File: src/rtl/regfile_wb_arbiter_if.sv
// Write-back arbiter bus: EXU/LSU request channels, register-file write port
// and the decode hazard query.
interface regfile_wb_arbiter_if #(
    parameter int ADDR_W = 5,
    parameter int DATA_W = 32
);
    logic              exu_valid;
    logic              exu_ready;
    logic [ADDR_W-1:0] exu_waddr;
    logic [DATA_W-1:0] exu_wdata;
    logic              lsu_valid;
    logic              lsu_ready;
    logic [ADDR_W-1:0] lsu_waddr;
    logic [DATA_W-1:0] lsu_wdata;
    logic              rf_we;
    logic [ADDR_W-1:0] rf_waddr;
    logic [DATA_W-1:0] rf_wdata;
    logic [ADDR_W-1:0] raddr1;
    logic [ADDR_W-1:0] raddr2;
    logic              hazard1;
    logic              hazard2;

    modport master (
        output exu_valid, exu_waddr, exu_wdata,
        input  exu_ready,
        output lsu_valid, lsu_waddr, lsu_wdata,
        input  lsu_ready,
        input  rf_we, rf_waddr, rf_wdata,
        output raddr1, raddr2,
        input  hazard1, hazard2
    );

    modport slave (
        input  exu_valid, exu_waddr, exu_wdata,
        output exu_ready,
        input  lsu_valid, lsu_waddr, lsu_wdata,
        output lsu_ready,
        output rf_we, rf_waddr, rf_wdata,
        input  raddr1, raddr2,
        output hazard1, hazard2
    );
endinterface

File: src/rtl/regfile_wb_arbiter.sv
// Write-back arbiter: one-entry EXU/LSU buffers feeding the register-file write port.
// Define WB_ARB_HAZARD_EN to build the pending-write hazard comparators.
module regfile_wb_arbiter #(
    parameter int ADDR_W     = 5,
    parameter int DATA_W     = 32,
    parameter int STARVE_MAX = 3
) (
    input  logic                clk,
    input  logic                rst_n,
    regfile_wb_arbiter_if.slave bus
);
    localparam logic [2:0] STARVE_LIM = 3'(STARVE_MAX);

    logic              exu_vld_p0, lsu_vld_p0;
    logic [ADDR_W-1:0] exu_addr_p0, lsu_addr_p0;
    logic [DATA_W-1:0] exu_data_p0, lsu_data_p0;
    logic              lsu_first;
    logic [2:0]        starve_cnt;
    logic              rf_we_p1;
    logic [ADDR_W-1:0] rf_waddr_p1;
    logic [DATA_W-1:0] rf_wdata_p1;

    logic exu_live, lsu_live, same_addr;
    logic gnt_exu, gnt_lsu;
    logic exu_drain, lsu_drain;
    logic exu_load, lsu_load;

    always_comb begin
        exu_live  = exu_vld_p0 & (exu_addr_p0 != '0);
        lsu_live  = lsu_vld_p0 & (lsu_addr_p0 != '0);
        same_addr = exu_live & lsu_live & (exu_addr_p0 == lsu_addr_p0);
        gnt_exu   = 1'b0;
        gnt_lsu   = 1'b0;
        if (same_addr) begin
            gnt_lsu = lsu_first;
            gnt_exu = ~lsu_first;
        end else if (exu_live && starve_cnt == STARVE_LIM) begin
            gnt_exu = 1'b1;
        end else if (lsu_live) begin
            gnt_lsu = 1'b1;
        end else if (exu_live) begin
            gnt_exu = 1'b1;
        end
    end

    // An x0 entry drains like a grant, so the source can refill behind it.
    assign exu_drain = gnt_exu | (exu_vld_p0 & (exu_addr_p0 == '0));
    assign lsu_drain = gnt_lsu | (lsu_vld_p0 & (lsu_addr_p0 == '0));

    assign bus.exu_ready = rst_n & (~exu_vld_p0 | exu_drain);
    assign bus.lsu_ready = rst_n & (~lsu_vld_p0 | lsu_drain);
    assign exu_load      = bus.exu_valid & bus.exu_ready;
    assign lsu_load      = bus.lsu_valid & bus.lsu_ready;

    // p0: request buffers, age flag and starvation counter
    always_ff @(posedge clk) begin
        if (!rst_n) begin
            exu_vld_p0 <= 1'b0;
            lsu_vld_p0 <= 1'b0;
            lsu_first  <= 1'b0;
            starve_cnt <= '0;
        end else begin
            if (exu_load)       exu_vld_p0 <= 1'b1;
            else if (exu_drain) exu_vld_p0 <= 1'b0;
            if (lsu_load)       lsu_vld_p0 <= 1'b1;
            else if (lsu_drain) lsu_vld_p0 <= 1'b0;

            if (lsu_load && (!exu_vld_p0 || exu_load))
                lsu_first <= 1'b1;
            else if (exu_load && !lsu_vld_p0)
                lsu_first <= 1'b0;

            if (!exu_vld_p0 || gnt_exu)
                starve_cnt <= '0;
            else if (exu_addr_p0 != '0 && starve_cnt != STARVE_LIM)
                starve_cnt <= starve_cnt + 3'd1;
        end
    end

    always_ff @(posedge clk) begin
        if (exu_load) begin
            exu_addr_p0 <= bus.exu_waddr;
            exu_data_p0 <= bus.exu_wdata;
        end
        if (lsu_load) begin
            lsu_addr_p0 <= bus.lsu_waddr;
            lsu_data_p0 <= bus.lsu_wdata;
        end
    end

    // p1: registered register-file write port
    always_ff @(posedge clk) begin
        if (!rst_n) begin
            rf_we_p1    <= 1'b0;
            rf_waddr_p1 <= '0;
            rf_wdata_p1 <= '0;
        end else begin
            rf_we_p1 <= gnt_exu | gnt_lsu;
            if (gnt_exu) begin
                rf_waddr_p1 <= exu_addr_p0;
                rf_wdata_p1 <= exu_data_p0;
            end else if (gnt_lsu) begin
                rf_waddr_p1 <= lsu_addr_p0;
                rf_wdata_p1 <= lsu_data_p0;
            end
        end
    end

    assign bus.rf_we    = rf_we_p1;
    assign bus.rf_waddr = rf_waddr_p1;
    assign bus.rf_wdata = rf_wdata_p1;

`ifdef WB_ARB_HAZARD_EN
    function automatic logic pending_hit(
        input logic [ADDR_W-1:0] ra,
        input logic              ev, input logic [ADDR_W-1:0] ea,
        input logic              lv, input logic [ADDR_W-1:0] la,
        input logic              wv, input logic [ADDR_W-1:0] wa
    );
        return (ra != '0) & ((ev & (ea == ra)) | (lv & (la == ra)) | (wv & (wa == ra)));
    endfunction

    always_comb begin
        bus.hazard1 = pending_hit(bus.raddr1, exu_vld_p0, exu_addr_p0,
                                  lsu_vld_p0, lsu_addr_p0, rf_we_p1, rf_waddr_p1);
        bus.hazard2 = pending_hit(bus.raddr2, exu_vld_p0, exu_addr_p0,
                                  lsu_vld_p0, lsu_addr_p0, rf_we_p1, rf_waddr_p1);
    end
`else
    assign bus.hazard1 = 1'b0;
    assign bus.hazard2 = 1'b0;
`endif
endmodule

File: src/flat_wrapper.sv
// flat-port wrapper written by rule: the top's interface ports become plain ports
module regfile_wb_arbiter_flat 
#(
    parameter int ADDR_W     = 5,
    parameter int DATA_W     = 32,
    parameter int STARVE_MAX = 3
)
  (clk, rst_n, bus_exu_valid, bus_exu_waddr, bus_exu_wdata, bus_exu_ready, bus_lsu_valid, bus_lsu_waddr, bus_lsu_wdata, bus_lsu_ready, bus_rf_we, bus_rf_waddr, bus_rf_wdata, bus_raddr1, bus_raddr2, bus_hazard1, bus_hazard2);
  regfile_wb_arbiter_if #(.ADDR_W(ADDR_W), .DATA_W(DATA_W)) bus_i ();
  input  logic clk;
  input  logic rst_n;
  input wire logic [$bits(bus_i.exu_valid)-1:0] bus_exu_valid;
  input wire logic [$bits(bus_i.exu_waddr)-1:0] bus_exu_waddr;
  input wire logic [$bits(bus_i.exu_wdata)-1:0] bus_exu_wdata;
  output wire logic [$bits(bus_i.exu_ready)-1:0] bus_exu_ready;
  input wire logic [$bits(bus_i.lsu_valid)-1:0] bus_lsu_valid;
  input wire logic [$bits(bus_i.lsu_waddr)-1:0] bus_lsu_waddr;
  input wire logic [$bits(bus_i.lsu_wdata)-1:0] bus_lsu_wdata;
  output wire logic [$bits(bus_i.lsu_ready)-1:0] bus_lsu_ready;
  output wire logic [$bits(bus_i.rf_we)-1:0] bus_rf_we;
  output wire logic [$bits(bus_i.rf_waddr)-1:0] bus_rf_waddr;
  output wire logic [$bits(bus_i.rf_wdata)-1:0] bus_rf_wdata;
  input wire logic [$bits(bus_i.raddr1)-1:0] bus_raddr1;
  input wire logic [$bits(bus_i.raddr2)-1:0] bus_raddr2;
  output wire logic [$bits(bus_i.hazard1)-1:0] bus_hazard1;
  output wire logic [$bits(bus_i.hazard2)-1:0] bus_hazard2;
  assign bus_i.exu_valid = bus_exu_valid;
  assign bus_i.exu_waddr = bus_exu_waddr;
  assign bus_i.exu_wdata = bus_exu_wdata;
  assign bus_exu_ready = bus_i.exu_ready;
  assign bus_i.lsu_valid = bus_lsu_valid;
  assign bus_i.lsu_waddr = bus_lsu_waddr;
  assign bus_i.lsu_wdata = bus_lsu_wdata;
  assign bus_lsu_ready = bus_i.lsu_ready;
  assign bus_rf_we = bus_i.rf_we;
  assign bus_rf_waddr = bus_i.rf_waddr;
  assign bus_rf_wdata = bus_i.rf_wdata;
  assign bus_i.raddr1 = bus_raddr1;
  assign bus_i.raddr2 = bus_raddr2;
  assign bus_hazard1 = bus_i.hazard1;
  assign bus_hazard2 = bus_i.hazard2;
  regfile_wb_arbiter #(.ADDR_W(ADDR_W), .DATA_W(DATA_W), .STARVE_MAX(STARVE_MAX)) u_core (.clk(clk), .rst_n(rst_n), .bus(bus_i));
endmodule
File: config.mk
export PLATFORM = sky130hd
export DESIGN_NAME = regfile_wb_arbiter_flat
export DESIGN_NICKNAME = d
export VERILOG_FILES = /design/src/rtl/regfile_wb_arbiter_if.sv /design/src/rtl/regfile_wb_arbiter.sv /design/src/flat_wrapper.sv
export SDC_FILE = /design/constraint.sdc
export NUM_CORES = 1
export LEC_CHECK = 0
export BUFFER_PORTS_ARGS = -buffer_cell sky130_fd_sc_hd__buf_4
export CORE_UTILIZATION = 52
export DETAILED_ROUTE_END_ITERATION = 10
export PLACE_DENSITY = 0.79
export SLEW_MARGIN = 30
export SYNTH_ARGS = -nofsm -noshare
export SYNTH_HDL_FRONTEND = slang
export SYNTH_SLANG_ARGS = --single-unit
File: constraint.sdc
create_clock -name clk -period 4.5 [get_ports clk]
set_clock_uncertainty 0.1 [all_clocks]
set_input_delay 0.9 -clock clk [delete_from_list [all_inputs] [get_ports clk]]
set_output_delay 0.9 -clock clk [all_outputs]
set_load 0.1 [all_outputs]
# Yosys cells after proc, flatten, opt, wreduce, memory -nomap -nowiden
# Index checks and enable logic that the tools add are counted.
# word_totals
input_bits	88
output_inout_bits	42
regBits	118
wordCells	68
# classes
n_reduce_logical	17
n_eq_ne	3
n_mux	17
addsub	1
bitwise_logic	19
# op_table
op	n
$mux 32	2
$mux 1	13
$and 1x1->1	10
$logic_not 5->1	2
$mux 5	2
$reduce_bool 5->1	2
$reduce_bool 2->1	4
$eq 5x5->1	1
$or 1x1->1	5
$logic_and 1x1->1	4
$not 1->1	4
$add 3x1->3 const B	1
$eq 3x2->1 const B	1
$ne 3x2->1 const B	1
$logic_not 1->1	2
$logic_or 1x1->1	2
$reduce_or 2->1	1

# Logic depth before layout (Yosys ltp)
# logic_depth
word_depth	13
depth_mapped	7
ltp_nobuf	5

# Worst setup path after synthesis
# OpenSTA, ideal clock, no wires.
# synth_path
kind	register to output
start	reg u_core.lsu_addr_p0[1]
end	out bus_lsu_ready
required_ps	3500
path_stages_with_launch	7
path_buffers	2
slack_ps	725
arrival_time_ps	2775
cell_sequence	edfxtp_1 or4_4 o21ai_4 buf_6 buf_6 a211oi_1 nor2_1
# synth_via
elab_chain_len	8
word_cells_on_any_way	13
classes_between	eq/ne (1); mux (3); bitwise (7); reduce/logical (2)
# synth_lines
item	line_no	rtl
start, declared	regfile_wb_arbiter.sv:15	logic [ADDR_W-1:0] exu_addr_p0, lsu_addr_p0;
start signal, assigned	regfile_wb_arbiter.sv:86	lsu_addr_p0 <= bus.lsu_waddr;
$reduce_bool 5->1	regfile_wb_arbiter.sv:30	lsu_live = lsu_vld_p0 & (lsu_addr_p0 != '0);
$and 1x1->1	regfile_wb_arbiter.sv:30	
$mux 1 or $and 1x1->1 (tied branches)	regfile_wb_arbiter.sv:39, regfile_wb_arbiter.sv:31	
$mux 1 or $and 1x1->1 (tied branches)	regfile_wb_arbiter.sv:37, regfile_wb_arbiter.sv:31	
$mux 1	regfile_wb_arbiter.sv:34	if (same_addr) begin
$or 1x1->1 (*)	regfile_wb_arbiter.sv:48	assign lsu_drain = gnt_lsu | (lsu_vld_p0 & (lsu_addr_p0 == '0));
$or 1x1->1 (*)	regfile_wb_arbiter.sv:51	assign bus.lsu_ready = rst_n & (~lsu_vld_p0 | lsu_drain);
$and 1x1->1 (*)	regfile_wb_arbiter.sv:51	
end, declared	flat_wrapper.sv:19	output wire logic [$bits(bus_i.lsu_ready)-1:0] bus_lsu_ready;
# Every way passes the cells marked *; elsewhere a longest branch is shown, timed or not.

# Worst setup path after layout
# layout_path
start	reg u_core.lsu_addr_p0[0]
end	out bus_lsu_ready
# The elaborated chain is that of the path after synthesis.

==> parameters.txt <==
Parameter                              Value

Outcome
  Run status ... finished, violations left
  Violations in the final reports ... DRC

Finish
  Growth of design area from synthesis to finish ... 30.8%
  Fin area ... 6280 um^2
  Number of filler cells placed in the layout ... 606
  Inserted Diodes ... 0
  Post-Route Utilization ... 71.0%
  Layout cell share with drive strength beyond 1 ... 31.5%
  Final net count ... 595

Routing
  Routed via count ... 3754
  Average wire per cell in the routed design ... 18.4 um
  Initial drt markers ... 219
  DRC ... 7
  Routed Wire Length ... 11500 um
  Post-DR vias/cell ... around 6.0
  Final ANT Viol Nets ... 0
  1st-pass router iterations ... 7

Synthesis
  Netlist area before placement ... 4800 um^2
  Total of warnings raised by yosys ... 0
  Average cell area after synthesis ... 12.2 um^2
  Sequential area share after synthesis ... 64.6%
  Number of distinct library cells after synthesis ... 45
  Dominant synthesized flop cell ... sky130_fd_sc_hd__edfxtp_1
  Flop and latch count out of synthesis ... approximately 120
  Proportion of synthesized flip-flops having asynchronous set or reset ... 0%
  Gate count of the mapped netlist ... 395
  Number of synthesized flops with an enable pin ... between 70 and 80

Clock network
  Clock transition time at the flip-flop clock pins of the worst setup and hold paths ... 0.06 ns
  Clock tree from TritonCTS ... yes
  Number of gates given a new drive strength after cts ... 0
  Cts hold-fix bufs ... 0
  Skew-Pair Late Insertion Delay ... 0.51 ns
  Clk sinks ... 118
  Deepest level of the CTS H-tree ... 4
  Largest buffer count on any clock path ... 2
  CTS Buf Count ... 17
  Buffers inserted by post-CTS timing repair ... 0
  Buffer type at the clock tree root ... sky130_fd_sc_hd__clkbuf_8

Job
  Count of max-cap constraint violations ... 0

Power
  Leakage Power ... 2.43 nW
  Power density over cell area ... 468 nW/um^2
  Maximum VDD drop ... 0.000292 V

Die
  CORE AREA ... 8850 um^2
  Die extent in x ... 98.1 um
  Floorplan die height ... 98.1 um
  Row count ... 34
  Total die area ... 9620 um^2
  Initial standard-cell utilization of the core ... between 50 and 60%
  Boundary Pins ... 130

Placed design
  DP HPWL ... 6900 um
  Final weighted congestion of routability-driven global placement ... 0.800
  I/O Buffers ... 117
  Cell Area, Placed ... 5740 um^2

Timing
  Setup repair after global routing missed its margin ... no
  Achievable frequency ... approximately 280 MHz
  Final-report setup violation count ... 0
  Post-route fraction of the period consumed by the critical path ... 78.5%
  Worst relative slew slack ... 41.6%
  Final sum of negative setup slack ... 0 ns
  Final hold violation count ... 0
  Max-slew violation total from the final report ... 0
  Worst-case hold slack ... 0.377 ns
  Min Clock Period, post-route ... about 3.5 ns
  Worst-Margin Slew ... about 0.87 ns

Global route
  Number of global-route vias before repair ... around 3700
  Total Routing Usage GR ... 24.8%
  Residual overflow from global routing ... 0
  Maximum number of pins on one net before global-route repair ... 72
  Global-route wire length before repair ... 18100 um
  Initial antenna violation count ... 0

Worst setup path
  Slowest cell on crit path ... sky130_fd_sc_hd__a211oi_1
  Arrival time at the worst endpoint ... 2.53 ns
  Worst stage delay on the critical path ... 0.55 ns
  Data required time at the worst endpoint ... 3.50 ns
  Buffers and inverters on the worst path ... 1
  Endpoint class of the critical path ... primary output
  Critical setup path kind ... reg -> out
  Critical path peak fanout ... 5
  Startpoint type of the worst setup path ... register
  Cells along the critical path ... xor2_1 -> nor3_1 -> nand2_1 -> a211oi_1 -> nor2_1 -> buf_4
  Top delay family on crit path ... compound AO/OA/AOI/OAI gates

Min path
  Hold crit path type ... reg -> reg
-- flip-flops by register name, summed over array words and instances (netlist names) --
name and cells:
u_core.exu_addr_p0 5, u_core.lsu_data_p0 32, u_core.starve_cnt 3, u_core.lsu_addr_p0 5
u_core.exu_data_p0 32, u_core.lsu_first 1, u_core.bus.rf_waddr 5, u_core.bus.rf_we 1
u_core.lsu_vld_p0 1, u_core.bus.rf_wdata 32, u_core.exu_vld_p0 1
-- routing by layer --
metal  vias to the layer above  GRT usage, %  part of all wire (%)
li1                       1737             -                     -
met1                      1805          30.6                    40
met2                       197          42.7                    51
met3                        15          6.30                   8.1
met4                         0          7.93                  0.91
met5                         -             0                     0
-- final timing paths --
path,start,endpoint,slack [ns],cells past startpoint
worst max-delay path,u_core.lsu_addr_p0[0],bus_lsu_ready,0.97,6
worst min-delay path,u_core.starve_cnt[2],u_core.starve_cnt[2],0.38,2
worst max register to register,u_core.lsu_addr_p0[1],u_core.bus.rf_wdata[9],1.54,6
worst min register to register,u_core.starve_cnt[2],u_core.starve_cnt[2],0.38,2
-- placed cells by master (no fill, tap or decap), drive strengths merged, types with 2 or more instances in the layout --
master and instances:
nor3 8, o21a 4, a21oi 2, dfxtp 44
nor2 11, clkinv 7, conb 2, a31oi 32
xnor2 3, a211oi 5, or3 34, or4 2
nand2 74, nand2b 2, a221o 4, nand3 3
o311a 34, ha 2, clkinvlp 4, inv 6
clkbuf 17, and3 2, buf 124, xor2 2
edfxtp 74, o21ai 3
-- cells by family after synthesis --
kind of cell / Yosys count / synth area share, %
AND/OR/NAND/NOR: 140 / 13.8
XOR/XNOR: 5 / 0.912
buffers and inverters: 37 / 4.32
flip-flops: 118 / 64.6
AO/OA/AOI/OAI: 92 / 15.8
other: 1 / 0.0781
adder cells (fa/ha/maj): 2 / 0.521
-- layout make-up --
| cell class | instances | area (um^2) | area share, % |
|---|---|---|---|
| Clock buffer | 17 | 414 | 6.59 |
| Clock inverter | 15 | 131 | 2.09 |
| Inverter | 3 | 11.3 | 0.179 |
| Multi-Input combinational cell | 241 | 1520 | 24.2 |
| Sequential cell | 118 | 3100 | 49.4 |
| Tap cell | 108 | 135 | 2.15 |
| Timing Repair Buffer | 124 | 971 | 15.5 |
-- power by group --
part,switching (mW),total [mW],internal [mW]
registers,0.0340,1.25,1.21
clock network,0.499,1.23,0.732
logic,0.329,0.464,0.135
-- cell usage after synthesis (2+ instances only) --
| master | number | area, um^2 |
|---|---|---|
| sky130_fd_sc_hd__a211oi_1 | 5 | 37.5 |
| sky130_fd_sc_hd__a21oi_1 | 2 | 10.0 |
| sky130_fd_sc_hd__a221o_1 | 4 | 40.0 |
| sky130_fd_sc_hd__a31oi_1 | 32 | 200 |
| sky130_fd_sc_hd__and3_1 | 2 | 12.5 |
| sky130_fd_sc_hd__buf_2 | 6 | 30.0 |
| sky130_fd_sc_hd__buf_4 | 2 | 15.0 |
| sky130_fd_sc_hd__buf_6 | 7 | 78.8 |
| sky130_fd_sc_hd__clkbuf_1 | 17 | 63.8 |
| sky130_fd_sc_hd__dfxtp_1 | 44 | 881 |
| sky130_fd_sc_hd__edfxtp_1 | 74 | 2220 |
| sky130_fd_sc_hd__ha_1 | 2 | 25.0 |
| sky130_fd_sc_hd__inv_1 | 2 | 7.51 |
| sky130_fd_sc_hd__nand2_1 | 74 | 278 |
| sky130_fd_sc_hd__nand2b_1 | 2 | 12.5 |
| sky130_fd_sc_hd__nand3_1 | 3 | 15.0 |
| sky130_fd_sc_hd__nor2_1 | 10 | 37.5 |
| sky130_fd_sc_hd__nor3_1 | 8 | 40.0 |
| sky130_fd_sc_hd__o21a_1 | 4 | 30.0 |
| sky130_fd_sc_hd__o311a_1 | 34 | 340 |
| sky130_fd_sc_hd__or3_1 | 34 | 213 |
| sky130_fd_sc_hd__xnor2_1 | 3 | 26.3 |
| sky130_fd_sc_hd__xor2_1 | 2 | 17.5 |
-- tightest hold or removal path: cells and delay by family, from the launching register on --
| family | cells | cell delay (ns) |
|---|---|---|
| compound gates | 1 | 0.07 |
| buf+inv | 1 | 0.06 |
| flops | 1 | 0.29 |
-- stage by stage --
stage | power (mW) | instances | setup WS, ns
floorplan | 1.60 | 396 | 0.725
global placement | 1.72 | 592 | 1.52
detailed placement | 1.73 | 594 | 1.50
CTS | 2.95 | 626 | 0.942
global route | 3.02 | 626 | 0.793
finish | 2.94 | 626 | 0.965
Note: power is estimated with default switching activity, not from simulation.
